[config.mk]
export PLATFORM = sky130hd
export DESIGN_NAME = stacker_game_ctrl
export DESIGN_NICKNAME = d
export VERILOG_FILES = /design/src/rtl/stacker_game_ctrl_pkg.sv /design/src/rtl/stacker_game_ctrl_btn_debounce.sv /design/src/rtl/stacker_game_ctrl.sv
export SDC_FILE = /design/constraint.sdc
export NUM_CORES = 1
export LEC_CHECK = 0
export BUFFER_PORTS_ARGS = -buffer_cell sky130_fd_sc_hd__clkbuf_2
export CORE_AREA = 5 5 166 168
export CTS_BUF_LIST = sky130_fd_sc_hd__clkbuf_4
export DETAILED_ROUTE_END_ITERATION = 10
export DIE_AREA = 0 0 171 173
export GPL_ROUTABILITY_DRIVEN = 0
export PLACE_DENSITY = 0.61
export SKIP_CTS_REPAIR_TIMING = 1
export SLEW_MARGIN = 5
export SYNTH_ARGS = -nofsm -noshare
export SYNTH_HDL_FRONTEND = slang
export SYNTH_SLANG_ARGS = --single-unit
[constraint.sdc]
create_clock -name ClkPort -period 5.4 [get_ports ClkPort]
set_input_delay 0.54 -clock ClkPort [delete_from_list [all_inputs] [get_ports ClkPort]]
set_output_delay 0.54 -clock ClkPort [all_outputs]
set_load 0.02 [all_outputs]
[src/rtl/stacker_game_ctrl_pkg.sv]
// Shared state encodings, default playfield geometry and mask helpers for the
// Stacker game sequencer.
package stacker_game_ctrl_pkg;

    typedef enum logic [2:0] {
        ST_IDLE = 3'd0,
        ST_MOVE = 3'd1,
        ST_LOCK = 3'd2,
        ST_NEXT = 3'd3,
        ST_LOSE = 3'd4,
        ST_WIN  = 3'd5
    } state_t;

    localparam int DEF_COLS = 7;
    localparam int DEF_ROWS = 12;

    // Index of the lowest set bit; used to slide a trimmed block back to column 0.
    function automatic logic [4:0] lowest_set(input logic [31:0] v);
        logic [4:0] idx;
        idx = '0;
        for (int i = 31; i >= 0; i--) begin
            if (v[i]) idx = 5'(i);
        end
        return idx;
    endfunction

endpackage

[src/rtl/stacker_game_ctrl_btn_debounce.sv]
// Drop-button conditioning: two-flop synchroniser, stability counter and a
// one-cycle pulse on each accepted rising edge.
module stacker_game_ctrl_btn_debounce #(
    parameter int DEB_CYCLES = 1000000
) (
    input  logic ClkPort,
    input  logic Reset,
    input  logic i_btn,
    output logic o_press
);

    localparam int CW = (DEB_CYCLES > 1) ? $clog2(DEB_CYCLES) : 1;

    logic          r_sync1;
    logic          r_sync2;
    logic          r_stable;
    logic          r_stable_d;
    logic          r_press;
    logic [CW-1:0] r_cnt;

    always_ff @(posedge ClkPort or posedge Reset) begin
        if (Reset) begin
            r_sync1    <= 1'b0;
            r_sync2    <= 1'b0;
            r_stable   <= 1'b0;
            r_stable_d <= 1'b0;
            r_press    <= 1'b0;
            r_cnt      <= '0;
        end else begin
            r_sync1    <= i_btn;
            r_sync2    <= r_sync1;
            r_stable_d <= r_stable;
            r_press    <= r_stable & ~r_stable_d;
            // Any bounce back to the accepted level restarts the qualification window.
            if (r_sync2 == r_stable) begin
                r_cnt <= '0;
            end else if (r_cnt == CW'(DEB_CYCLES - 1)) begin
                r_stable <= r_sync2;
                r_cnt    <= '0;
            end else begin
                r_cnt <= r_cnt + 1'b1;
            end
        end
    end

    assign o_press = r_press;

endmodule

[src/rtl/stacker_game_ctrl.sv]
// Stacker game sequencer: moving block, locked stack, speed schedule and the
// drop-button driven lock/trim/advance FSM. All logic runs on ClkPort with enables.
module stacker_game_ctrl
    import stacker_game_ctrl_pkg::*;
#(
    parameter int          COLS        = DEF_COLS,
    parameter int          ROWS        = DEF_ROWS,
    parameter int          INIT_WIDTH  = 3,
    parameter logic [31:0] PERIOD0     = 32'd4194304,
    parameter logic [31:0] PERIOD_STEP = 32'd262144,
    parameter logic [31:0] PERIOD_MIN  = 32'd524288,
    parameter int          DEB_CYCLES  = 1000000
) (
    input  logic            ClkPort,
    input  logic            Reset,
    input  logic            btn_drop,
    input  logic [3:0]      rd_row,
    output logic [COLS-1:0] rd_mask,
    output logic [3:0]      level,
    output logic [2:0]      state_o,
    output logic            game_over,
    output logic            game_win,
    output logic [7:0]      score
);

    localparam logic [COLS-1:0] ALL_ONES  = {COLS{1'b1}};
    localparam logic [COLS-1:0] INIT_MASK = ALL_ONES >> (COLS - INIT_WIDTH);

    state_t          r_state;
    logic [3:0]      r_level;
    logic [COLS-1:0] r_moving;
    logic            r_dir;
    logic [31:0]     r_period;
    logic [31:0]     r_tick;
    logic [7:0]      r_score;
    logic            r_over;
    logic            r_win;
    logic [COLS-1:0] r_trimmed;
    logic [COLS-1:0] r_stack [ROWS];

    logic            w_press;
    logic [COLS-1:0] w_below;
    logic [COLS-1:0] w_rd_stack;
    logic [COLS-1:0] w_trimmed;
    logic [COLS-1:0] w_aligned;
    logic [COLS-1:0] w_step_mask;
    logic            w_step_dir;
    logic [31:0]     w_period_next;

    stacker_game_ctrl_btn_debounce #(
        .DEB_CYCLES (DEB_CYCLES)
    ) u_debounce (
        .ClkPort (ClkPort),
        .Reset   (Reset),
        .i_btn   (btn_drop),
        .o_press (w_press)
    );

    always_comb begin
        w_below    = ALL_ONES;
        w_rd_stack = '0;
        for (int i = 0; i < ROWS; i++) begin
            if (r_level != 4'd0 && 4'(i) == r_level - 4'd1) w_below = r_stack[i];
            if (4'(i) == rd_row) w_rd_stack = r_stack[i];
        end
    end

    assign w_trimmed = r_moving & w_below;
    assign w_aligned = r_trimmed >> lowest_set(32'(r_trimmed));

    // Bounce at either edge so no cell ever leaves the field; a full-width block stays put.
    always_comb begin
        w_step_mask = r_moving;
        w_step_dir  = r_dir;
        if (r_moving != ALL_ONES) begin
            if (r_dir) begin
                if (r_moving[COLS-1]) begin
                    w_step_mask = r_moving >> 1;
                    w_step_dir  = 1'b0;
                end else begin
                    w_step_mask = r_moving << 1;
                end
            end else begin
                if (r_moving[0]) begin
                    w_step_mask = r_moving << 1;
                    w_step_dir  = 1'b1;
                end else begin
                    w_step_mask = r_moving >> 1;
                end
            end
        end
    end

    assign w_period_next = (r_period >= PERIOD_STEP && (r_period - PERIOD_STEP) > PERIOD_MIN)
                         ? (r_period - PERIOD_STEP) : PERIOD_MIN;

    always_ff @(posedge ClkPort or posedge Reset) begin
        if (Reset) begin
            r_state   <= ST_IDLE;
            r_level   <= 4'd0;
            r_moving  <= INIT_MASK;
            r_dir     <= 1'b1;
            r_period  <= PERIOD0;
            r_tick    <= 32'd0;
            r_score   <= 8'd0;
            r_over    <= 1'b0;
            r_win     <= 1'b0;
            r_trimmed <= '0;
            for (int i = 0; i < ROWS; i++) r_stack[i] <= '0;
        end else begin
            case (r_state)
                ST_IDLE: begin
                    if (w_press) begin
                        r_tick  <= 32'd0;
                        r_state <= ST_MOVE;
                    end
                end
                ST_MOVE: begin
                    // A press on a step cycle locks the pre-step position.
                    if (w_press) begin
                        r_state <= ST_LOCK;
                    end else if (r_tick == r_period - 32'd1) begin
                        r_tick   <= 32'd0;
                        r_moving <= w_step_mask;
                        r_dir    <= w_step_dir;
                    end else begin
                        r_tick <= r_tick + 32'd1;
                    end
                end
                ST_LOCK: begin
                    r_trimmed <= w_trimmed;
                    for (int i = 0; i < ROWS; i++) begin
                        if (4'(i) == r_level) r_stack[i] <= w_trimmed;
                    end
                    if (w_trimmed == '0) begin
                        r_over  <= 1'b1;
                        r_state <= ST_LOSE;
                    end else begin
                        if (r_score != 8'hFF) r_score <= r_score + 8'd1;
                        if (r_level == 4'(ROWS - 1)) begin
                            r_win   <= 1'b1;
                            r_state <= ST_WIN;
                        end else begin
                            r_state <= ST_NEXT;
                        end
                    end
                end
                ST_NEXT: begin
                    r_level  <= r_level + 4'd1;
                    r_moving <= w_aligned;
                    r_dir    <= 1'b1;
                    r_period <= w_period_next;
                    r_tick   <= 32'd0;
                    r_state  <= ST_MOVE;
                end
                ST_LOSE, ST_WIN: begin
                    if (w_press) begin
                        r_state   <= ST_IDLE;
                        r_level   <= 4'd0;
                        r_moving  <= INIT_MASK;
                        r_dir     <= 1'b1;
                        r_period  <= PERIOD0;
                        r_tick    <= 32'd0;
                        r_score   <= 8'd0;
                        r_over    <= 1'b0;
                        r_win     <= 1'b0;
                        r_trimmed <= '0;
                        for (int i = 0; i < ROWS; i++) r_stack[i] <= '0;
                    end
                end
                default: r_state <= ST_IDLE;
            endcase
        end
    end

    // The moving block overlays its row only while it is still live; once locked the stack shows.
    always_comb begin
        rd_mask = '0;
        if (int'(rd_row) < ROWS && rd_row <= r_level) begin
            if (rd_row == r_level &&
                (r_state == ST_IDLE || r_state == ST_MOVE || r_state == ST_LOCK)) begin
                rd_mask = r_moving;
            end else begin
                rd_mask = w_rd_stack;
            end
        end
    end

    assign level     = r_level;
    assign state_o   = r_state;
    assign game_over = r_over;
    assign game_win  = r_win;
    assign score     = r_score;

endmodule

== Yosys cells after proc, flatten, opt, wreduce, memory -nomap -nowiden ==
Cells that the tools add are included.
Widths: inputs -> output; s select.
Word-level totals
  register bits after elaboration: 205
  bits of input ports: 7
  word-level logic and storage cells: 254
Cells by class
  $add $sub $neg: 7
  magnitude comparators: 4
  eq/ne operators: 68
  shift-type cells: 1
  mux-type cells: 92
  bitwise gates (word level): 4
  reduce and logical (&&, ||, !) cells: 50
Operators by type and width (count)
  $mux 7: 46
  $pmux 84 s2: 1
  $mux 32: 5
  $pmux 32 s3: 1
  $mux 84: 1
  $pmux 32 s2: 1
  $eq 3x4->1 const A: 12
  $eq 4x4->1 const A: 12
  $reduce_and 3->1: 15
  $mux 20: 2
  $ne 2x2->1 const B: 19
  $add 32x1->32 const B: 1
  $eq 32x32->1: 1
  $ge 32x19->1 const B: 1
  $gt 32x20->1 const B: 1
  $sub 32x1->32 const B: 1
  $sub 32x19->32 const B: 1
  $mux 5: 6
  $eq 2x4->1 const A: 6
  $mux 8: 3
  $pmux 7 s3: 1
  $add 20x1->20 const B: 1
  $eq 20x20->1 const B: 1
  $mux 3: 6
  other kinds (40): 81

== Logic depth before layout (Yosys ltp) ==
Gate-level depths: netlist (run 1).
  depth in word-level cells: 19
  depth in mapped cells: 15

== By module ==
A second synthesis (run 1) with hierarchy kept.
Second synthesis, totals
  cell total of the unflattened synthesis: 1253
  area total of the unflattened synthesis: 11252.0 µm²
Modules (own cells, without submodules)
  stacker_game_ctrl: instances 1, cells an instance 1142, area each 10042.1 µm², sequential area each 4060.1 µm²
  stacker_game_ctrl_btn_debounce: instances 1, cells an instance 111, area each 1209.9 µm², sequential area each 625.6 µm²

== Least setup slack after synthesis (run 1) ==
Ideal clock, no wire load.
  path kind: register to register
  start: reg r_level[0] (netlist: level[0])
  end: reg r_score[1] (netlist: score[1])
  setup time: 0.128 ns
  arrival time: 3.166 ns
  required time: 5.272 ns
  slack: 2.107 ns
  stages on the path, launching flop included: 14
  path buffers: 2
  period minus slack after synthesis: 3.293 ns
  path through: dfrtp_1 > inv_1 > ha_1 > buf_2 > nor3b_2 > a31oi_4 > buf_6 > nor2_1 > o221ai_1 > a32oi_1 > nand4_1 > nor3_2 > a21o_1 > mux2_1
Between the ends
  longest elaborated chain between the ends: 19
  elaborated cells on any way between the ends: 42
  classes of those cells: 1 x add/sub; 12 x eq/ne; 12 x mux; 1 x bitwise; 16 x reduce/logical
RTL lines
  start, declared: RTL line stacker_game_ctrl.sv:30  | logic [3:0] r_level;
  start signal, assigned: RTL line stacker_game_ctrl.sv:149  | r_level <= r_level + 4'd1;
  $sub 4x1->4: RTL line stacker_game_ctrl.sv:63  | if (r_level != 4'd0 && 4'(i) == r_level - 4'd1) w_below = r_stack[i];
  $logic_not 4->1: RTL line stacker_game_ctrl.sv:63
  $logic_and 1x1->1: RTL line stacker_game_ctrl.sv:63
  $mux 7 (11 in a row): RTL line stacker_game_ctrl.sv:63
  $mux 7 *: RTL line stacker_game_ctrl.sv:63
  $and 7x7->7 *: RTL line stacker_game_ctrl.sv:68  | assign w_trimmed = r_moving & w_below;
  $logic_not 7->1 *: RTL line stacker_game_ctrl.sv:135  | if (w_trimmed == '0) begin
  $ne 2x2->1 (no line) *
  $reduce_and 4->1 (no line) *
  end signal, assigned: RTL line stacker_game_ctrl.sv:139  | if (r_score != 8'hFF) r_score <= r_score + 8'd1;
  end, declared: RTL line stacker_game_ctrl.sv:35  | logic [7:0] r_score;
Every way passes the cells marked *; elsewhere a longest branch is shown, timed or not.
A chain may end at the register's enable or synchronous reset.

== Worst setup path in the final report (run 1) ==
Same ends and word-level chain as after synthesis.

==> results of run 1 <==
-- layer usage --
layer  share of wire (%)  routed length, µm  track usage [%]  vias to the layer above
li1                    -                  -                -                     4849
met1                  46              15300             33.8                     4952
met2                  44              14700             33.3                      395
met3                 7.0               2350             3.31                       68
met4                 2.9                973             7.43                        0
met5                   0                  0                0                        -
-- how the worst max path moves through the flow --
stage | end | start | cells after the start | slack, ns
detailed placement | score[1]$_DFFE_PP0P_ | level[0]$_DFFE_PP0P_ | 11 | 1.18
global placement | score[7]$_DFFE_PP0P_ | level[0]$_DFFE_PP0P_ | 12 | 1.35
floorplan | score[1]$_DFFE_PP0P_ | level[0]$_DFFE_PP0P_ | 13 | 2.11
global route | score[1]$_DFFE_PP0P_ | level[0]$_DFFE_PP0P_ | 11 | 0.95
finish | score[1]$_DFFE_PP0P_ | level[0]$_DFFE_PP0P_ | 11 | 1.09
CTS | score[1]$_DFFE_PP0P_ | level[0]$_DFFE_PP0P_ | 11 | 1.17
-- metrics by stage --
step	hold WS (ns)	setup WS, ns	util (%)
3_5_place_dp	0.338	1.18	46.5
6_report	0.119	1.09	47.7
4_1_cts	-0.00627	1.17	47.6
5_1_grt	0.105	0.951	47.7
2_1_floorplan	0.331	2.11	-
3_3_place_gp	0.343	1.35	46.5
-- flip-flops by register name, indices dropped and copies added, names as in the netlist, 3 cells and up --
name and count:
r_tick 32, score 8, r_trimmed 7, r_stack 84, u_debounce.r_cnt 20, r_moving 7
level 4, state_o 3, r_period 14
-- area by class of cell --
cell class	instances	area, µm²	share of cell area (%)
well taps	335	419	3.41
inverters	45	173	1.41
clock buffers	18	135	1.10
multi-input cells	1007	6400	52.1
diodes	1	2.50	0.0204
flip-flops and latches	187	4690	38.2
repair buffers	49	308	2.51
clock inverters	14	156	1.27
-- synth_stat cells (9+ instances only) --
| library cell | n | area [µm²] |
|---|---|---|
| sky130_fd_sc_hd__clkbuf_1 | 69 | 259 |
| sky130_fd_sc_hd__mux2i_1 | 17 | 170 |
| sky130_fd_sc_hd__o21ai_1 | 47 | 235 |
| sky130_fd_sc_hd__nand2_1 | 179 | 672 |
| sky130_fd_sc_hd__o221ai_1 | 12 | 105 |
| sky130_fd_sc_hd__a31oi_1 | 15 | 93.8 |
| sky130_fd_sc_hd__a221oi_1 | 16 | 140 |
| sky130_fd_sc_hd__xor2_1 | 18 | 158 |
| sky130_fd_sc_hd__nor2b_1 | 19 | 119 |
| sky130_fd_sc_hd__inv_1 | 42 | 158 |
| sky130_fd_sc_hd__xnor2_1 | 21 | 184 |
| sky130_fd_sc_hd__a21oi_1 | 68 | 340 |
| sky130_fd_sc_hd__o21ai_0 | 58 | 290 |
| sky130_fd_sc_hd__ha_1 | 18 | 225 |
| sky130_fd_sc_hd__nor3_1 | 24 | 120 |
| sky130_fd_sc_hd__or3_1 | 12 | 75.1 |
| sky130_fd_sc_hd__nand4_1 | 13 | 81.3 |
| sky130_fd_sc_hd__o211ai_1 | 11 | 82.6 |
| sky130_fd_sc_hd__nand3_1 | 39 | 195 |
| sky130_fd_sc_hd__nand2b_1 | 14 | 87.6 |
| sky130_fd_sc_hd__and3_1 | 24 | 150 |
| sky130_fd_sc_hd__buf_2 | 12 | 60.1 |
| sky130_fd_sc_hd__o21a_1 | 9 | 67.6 |
| sky130_fd_sc_hd__o31ai_1 | 95 | 713 |
| sky130_fd_sc_hd__dfrtp_1 | 182 | 4550 |
| sky130_fd_sc_hd__mux2_2 | 16 | 180 |
| sky130_fd_sc_hd__nor2_1 | 107 | 402 |
-- critical path, cell delays in order, from the launching register on --
cell and delay, ns:
sky130_fd_sc_hd__dfrtp_1 0.60, sky130_fd_sc_hd__inv_1 0.14, sky130_fd_sc_hd__ha_1 0.41, sky130_fd_sc_hd__nor3_2 0.50, sky130_fd_sc_hd__nand2_2 0.15, sky130_fd_sc_hd__a21boi_2 0.25, sky130_fd_sc_hd__o221ai_1 0.23, sky130_fd_sc_hd__o22a_1 0.62
sky130_fd_sc_hd__nand4_1 0.45, sky130_fd_sc_hd__nor3_2 0.41, sky130_fd_sc_hd__a21o_1 0.16, sky130_fd_sc_hd__mux2_1 0.32
-- kinds of logic after synthesis --
group	Yosys count	share of synthesized area [%]
and+or+nand+nor	484	20.1
AOI/OAI and AO/OA	419	24.7
DFF	187	40.2
buffers and inverters	139	4.93
muxes	45	4.85
xor gates and xnor gates	41	3.32
adders and majority gates	18	1.93
-- power groups by stage --
stage	Combinational, W	Clock [W]	Sequential [W]
3_5_place_dp	0.0000870	0	0.00143
3_3_place_gp	0.0000869	0	0.00143
6_report	0.0000866	0.000796	0.00141
2_1_floorplan	0.0000604	0	0.00143
4_1_cts	0.0000874	0.000823	0.00141
5_1_grt	0.0000980	0.000877	0.00141
==> flow_results.org, run 1 <==
** Floorplanning
- Number of ports placed on the die boundary :: 31
- The initial utilization of the core area, before any placement, comes to a little under half.
- The floorplan has 59 rows.
- The die covers approximately 30000 µm².
- DIE HEIGHT :: about 170 µm
- Area of the core region :: ~26000 µm²
- Die W :: approximately 170 µm

** Critical path
- Required time at the worst-slack endpoint :: 5.89 ns
- The critical path is of the reg -> reg type.
- Path depth of the worst reg2reg path :: 11
- Worst setup EP type :: register
- Startpoint types :: register
- Highest fanout seen on the critical path :: 14
- Crit Reg-Reg Startpoint :: level[0]$_DFFE_PP0P_
- Worst reg2reg path endpoint :: score[1]$_DFFE_PP0P_
- Worst-case register-to-register setup slack :: about 1.1 ns
- CP arrival :: roughly 4.8 ns

** Detailed routing
- DRC violation count after routing :: 0
- After detailed routing, the total wire length is between 30 and 40 mm.
- In the final routed layout, each cell accounts on average for between 20 and 25 µm.
- DRT antenna net count :: 0
- The routed layout has between 10000 and 15000 vias.
- In this run, the number of DRC markers left after iteration 0 of detailed routing was 952.
- Detailed Routing Iterations Pass 1 :: 6
- In the routed layout, each cell is associated on average with a via count of roughly 6.2.

** STA
- Of the available clock period, the critical path in the final layout requires approximately four fifths.
- The clock arrives with approximately 0.025 ns of skew.
- The final hold violation count came to 0.
- Crit path time final :: between 4 and 5 ns
- Summed over all failing endpoints, the final setup total negative slack is 0 ns.
- Fin. max-slew vios :: 0
- The worst pin sits at a relative slew slack of 20.0%.
- Peak Freq :: between 0.2 and 0.25 GHz
- Setup repair after global routing left no endpoint under its margin.
- Setup violations remaining at the end of the flow were counted as 0.
- Transition time of the tightest slew-check pin :: 1.20 ns

** Clock tree
- Worst skew pair latency :: 0.59 ns
- Register clock-pin slew on the reported worst setup and hold paths :: approximately 0.18 ns
- Clock tree buffer depth :: 2
- TritonCTS created 17 clock buffers.
- H-tree levels :: 4
- TritonCTS built the clock tree.
- The root buffer cell chosen for the clock tree is sky130_fd_sc_hd__clkbuf_4.
- The clock net in this run drives a total of 187 sinks.

** Finish
- Finished Layout Cells :: 1656
- Area growth, synth to finish :: 5.45%
- Most frequent standard cell in the layout excluding fill and tap cells :: sky130_fd_sc_hd__dfrtp_1
- The net count of the finished layout is ~1300.
- Fraction of layout cells with a size suffix above 1 :: 10.6%
- Count of filler cells inserted in the layout :: roughly 2500
- Highest-count cells in the layout ignoring fill and taps :: sky130_fd_sc_hd__dfrtp_1, sky130_fd_sc_hd__nand2_1, sky130_fd_sc_hd__nor2_1
- The finished cells cover 12300 µm².

** Synthesis
- FFs w/ async S/R, synth :: between 90% and 100%
- The most used flip-flop cell after synthesis is sky130_fd_sc_hd__dfrtp_1.
- Synthesis handed over a netlist of between 1000 and 1500 instances.
- Mapped Nets :: 1358
- Sequential element share of the synthesized area :: 40.2%
- Synth Cell Area :: 11600 µm²
- Syn Area/Cell :: about 8.7 µm²
- The Yosys step of the flow raised 0 warnings.
- The synthesized design contains 187 register bits.
- In this run, distinct cell masters in the synthesized netlist total between 90 and 100.
- Number of synthesized flops with an enable pin :: 0

** Global routing
- Total grt overflow :: 0
- First-pass GRT wire length :: about 54 mm
- Initial antenna violation count :: 1
- Number of global-route vias before repair :: 9571
- Overall track demand over capacity in global routing :: between 20% and 30%
- Entering global routing, the biggest net connects 147 pins.

** Power
- Cell Pwr Density :: 186 nW/µm²
- The share of total power dissipated in sequential elements is 61.4%.
- Net switching is 28.2% of the power.
- Share of total power in combinational logic :: between 3 and 4%
- Clock share of power :: 34.8%
- Overall power :: between 0.002 and 0.0025 W
- The internal power of the cells totals 0.00164 W.
- Leakage power of the design :: roughly 5 nW
- Worst IR Drop VDD :: 0.130 mV
- For this design the total switching power over the nets is ~0.00065 W.

** Worst hold path
- The min-delay analysis places its worst path in the category in -> async.

** Outcome
- The run finished with clean final reports.

** Place
- Detailed placement ended at an HPWL of around 23 mm.
- Quantity of I/O buffers inserted on ports :: 30
- # placed instances :: 1622
- After detailed placement, the total cell area comes to ~12000 µm².

** Job
- Across the run, the number of max-cap violations was 0.
Power figures use the tool's default switching activity.
==> run 2: changes to the inputs <==
- PLACE_DENSITY: 0.61 -> 0.59
- clock period: 5.4 -> 4.1 ns (I/O delays scaled with it)
==> flow_results.org, run 2 (same netlist as run 1, synthesis figures left out) <==
** Power
- Worst IR Drop VDD :: 0.173 mV (+33%)
- Leakage power of the design :: 5.22 nW (+1.7%)
- Sw frac :: 27.7% (-0.59 points)
- The portion of total power attributed to the clock network is 35.7% (+0.9 points).
- Cell Pwr Density :: 247 nW/µm² (+32%)
- Psw :: 0.000847 W (+31%)
- The sequential group share of total power is 60.5% (-0.9 points).
- The fraction of power consumed by combinational cells is 3.9% (about the same).
- Internal cell power :: 0.00222 W (+35%)

** Outcome
- Status :: complete, no violations

** Finish
- Largest regs :: r_stack x84, r_tick x32, u_debounce.r_cnt x20
- The flip-flop count of the largest register after layout was 84 (unchanged).
- The area of the multi-input gates was 6400 µm² (unchanged).
- The area of all placed cells without fillers was 12400 µm² (+1.2%).
- Leaving out fill and tap cells, the most frequent cell in the layout is sky130_fd_sc_hd__dfrtp_1.
- The proportion of layout cells with a drive suffix above 1 is 11.5% (+0.92 points).
- NumNets Final :: 1348 (+1.2%)
- Count of filler cells inserted in the layout :: 2436 (-2.1%)
- The library cells used most frequently in the layout, excluding fill and tap cells, are sky130_fd_sc_hd__dfrtp_1, sky130_fd_sc_hd__nand2_1, sky130_fd_sc_hd__nor2_1.
- The sequential cell area is 4690 µm² (unchanged).
- The area growth from synthesis to layout is 6.72%.
- Most flop-heavy register :: r_stack

** Detailed routing
- The wire length per cell came to 20.2 µm (+0.28%).
- The detailed-router iteration count before antenna repair came to 5 (-1).
- Total via count in the routed design :: 10200 (-0.57%)
- The total length of routed wires came to 33.8 mm (+1.3%).
- 1st-iter DRT viols :: 897 (-5.8%)
- The residual antenna-violating net count after detailed routing was 0 (unchanged).
- Mean number of vias per cell :: 6.10 (-1.5%)
- The final routed DRC violation total was 0 (unchanged).

** Critical path
- Required time at the worst-slack endpoint :: 4.63 ns (-1.26 ns)
- The depth of the worst register-to-register path was 11 (unchanged).
- The largest fanout on the critical path was 11 (-3).
- CP arrival :: 4.26 ns (-0.54 ns)
- Grouping stages by cell kind, the critical path spends the most delay in simple AND/OR/NAND/NOR gates.
- Critical path type :: reg -> reg
- The worst setup path is captured at a register.
- The maximum single-stage delay on the critical path was 0.60 ns (-0.02 ns).
- Crit Reg-Reg Startpoint :: level[1]$_DFFE_PP0P_
- CP bufs+invs :: 1 (unchanged)
- The worst register-to-register path ends at score[7]$_DFFE_PP0P_.
- The signal on the critical path passes through inv_1 -> ha_1 -> nor3b_1 -> o32ai_1 -> o21ai_0 -> o221ai_1 -> o22a_1 -> nand4_1 -> o31ai_4 -> or4_1 -> a21oi_1.
- The worst setup slack for register-to-register paths was 0.37 ns (-0.72 ns).
- The worst setup path is launched from a register.
- The largest individual stage delay along the critical path comes from the cell sky130_fd_sc_hd__nor3b_1.

** Clock tree
- The tree is rooted in a sky130_fd_sc_hd__clkbuf_4.
- The largest buffer count on any clock path was 2 (unchanged).
- Total number of clock tree sinks :: 187 (unchanged)
- Worst skew pair latency :: 0.61 ns (+0.02 ns)
- The H-tree depth came to 4 (unchanged).
- Register clock-pin slew on the reported worst setup and hold paths :: 0.17 ns (about the same)
- TritonCTS buffer count :: 17 (unchanged)
- TritonCTS built the clock tree.

** Global routing
- Layer with the highest usage :: met1
- The global-route total usage across every layer was 23.0% (+0.48 points).
- Met2 Usage GRT :: 33.5% (+0.20 points)
- The via count of the first global-routing pass is 9528 (-0.45%).
- The pin count of the biggest net entering global routing is 84 (-43%).
- Met3 usage :: 3.68% (+0.37 points)
- Initial antenna violation count :: 1 (unchanged)
- Total grt overflow :: 0 (unchanged)
- First-pass GRT wire length :: 55.0 mm (+1.5%)
- Global Route met1 Usage :: 35.0% (+1.2 points)

** Floorplanning
- Std-Cell Rows :: 59 (unchanged)
- The floorplan die area came to 29600 µm² (unchanged).
- DIE HEIGHT :: 173 µm (unchanged)
- Area of the core region :: 25800 µm² (unchanged)
- The number of top-level pins was 31 (unchanged).
- Die W :: 171 µm (unchanged)
- The starting utilization of the core area came to 45.2% (unchanged).

** STA
- The final worst clock skew is 0.0348 ns (+0.00952 ns).
- Post-Route Setup TNS :: 0 ns (unchanged)
- Final Hold Fails :: 0 (unchanged)
- Fin. max-slew vios :: 0 (unchanged)
- Worst path setup slack after routing :: 0.370 ns (-0.721 ns)
- Transition time of the tightest slew-check pin :: 1.23 ns (+0.0275 ns)
- The number of endpoints failing setup at the final stage came to 0 (unchanged).
- Setup repair after global routing left no endpoint under its margin.
- Crit path time final :: 3.73 ns (-0.579 ns)
- The hold slack was 0.369 ns (+0.250 ns).
- The achievable clock frequency was 0.268 GHz (+16%).
- Slew headroom :: 18.1% (-1.8 points)
- Crit share post-route :: 91.0% (+11 points)

** Place
- Placement-stage cell area :: 12100 µm² (+1.0%)
- The count of buffers inserted at the top-level ports was 30 (unchanged).
- The post-placement setup slack was 0.403 ns (-0.775 ns).
- HPWL after DPL :: 24.0 mm (+3.7%)

** Worst hold path
- Terminating pin of the worst hold path :: u_debounce.r_sync2$_DFF_PP0_
- Classification of the worst-slack hold path :: reg -> reg
- Startpoint of the worst hold path :: u_debounce.r_sync1$_DFF_PP0_
- The worst hold path passes through 0 cells.

** Job
- Reported max-cap violation count :: 0 (unchanged)
## run 2: changes by cell type in the layout (fill, tap and decap cells not counted), sizes merged
cell / delta
clkbuf: -1
clkinvlp: +1
inv: +2
buf: +15
dlygate4sd3: +1
clkinv: -3
bufinv: +1
## run 2: cell type report
class                           instances  share of cell area [%]
Timing Repair Buffer                   65                    3.56
Clock buffer                           17                    1.03
Clock inverter                         15                    1.42
Inverter                               45                    1.39
Sequential cell                       187                    37.7
Multi-Input combinational cell       1007                    51.5
Antenna cell                            1                  0.0201
Tap cell                              335                    3.37
## run 2: worst max path at each step
| stage | startpoint | endpoint | cells after the start |
|---|---|---|---|
| finish | level[1]$_DFFE_PP0P_ | score[7]$_DFFE_PP0P_ | 11 |
| global route | level[1]$_DFFE_PP0P_ | score[7]$_DFFE_PP0P_ | 11 |
| CTS | level[1]$_DFFE_PP0P_ | score[7]$_DFFE_PP0P_ | 11 |
| detailed placement | level[1]$_DFFE_PP0P_ | score[7]$_DFFE_PP0P_ | 11 |
| global placement | level[1]$_DFFE_PP0P_ | score[7]$_DFFE_PP0P_ | 11 |
| floorplan | level[0]$_DFFE_PP0P_ | score[1]$_DFFE_PP0P_ | 13 |
## run 2: power groups by stage
| stage | clock network [W] | registers [W] | logic, W |
|---|---|---|---|
| 6_report | 0.00109 | 0.00185 | 0.000118 |
| 5_1_grt | 0.00120 | 0.00185 | 0.000134 |
| 4_1_cts | 0.00113 | 0.00185 | 0.000119 |
| 3_5_place_dp | 0 | 0.00189 | 0.000119 |
| 3_3_place_gp | 0 | 0.00189 | 0.000118 |
| 2_1_floorplan | 0 | 0.00189 | 0.0000796 |
## run 2: per-layer routing
layer | routed length [µm] | vias up
li1 | - | 4887
met3 | 1960 | 64
met2 | 14800 | 335
met5 | 0 | -
met4 | 977 | 0
met1 | 16100 | 4919
## run 2: worst reg2reg max path: cells and delay by family, from the launching register on
family | cells | cell delay (ns)
simple gates | 3 | 1.29
compound gates | 6 | 1.23
flops | 1 | 0.51
fa+ha+maj | 1 | 0.47
buf+inv | 1 | 0.18
## run 2: through the flow
step	std cells	total power (W)	util, %
2_1_floorplan	1333	0.00197	-
3_3_place_gp	1637	0.00200	47.0
3_5_place_dp	1637	0.00200	47.0
4_1_cts	1669	0.00310	48.1
5_1_grt	1672	0.00318	48.2
6_report	1672	0.00306	48.2
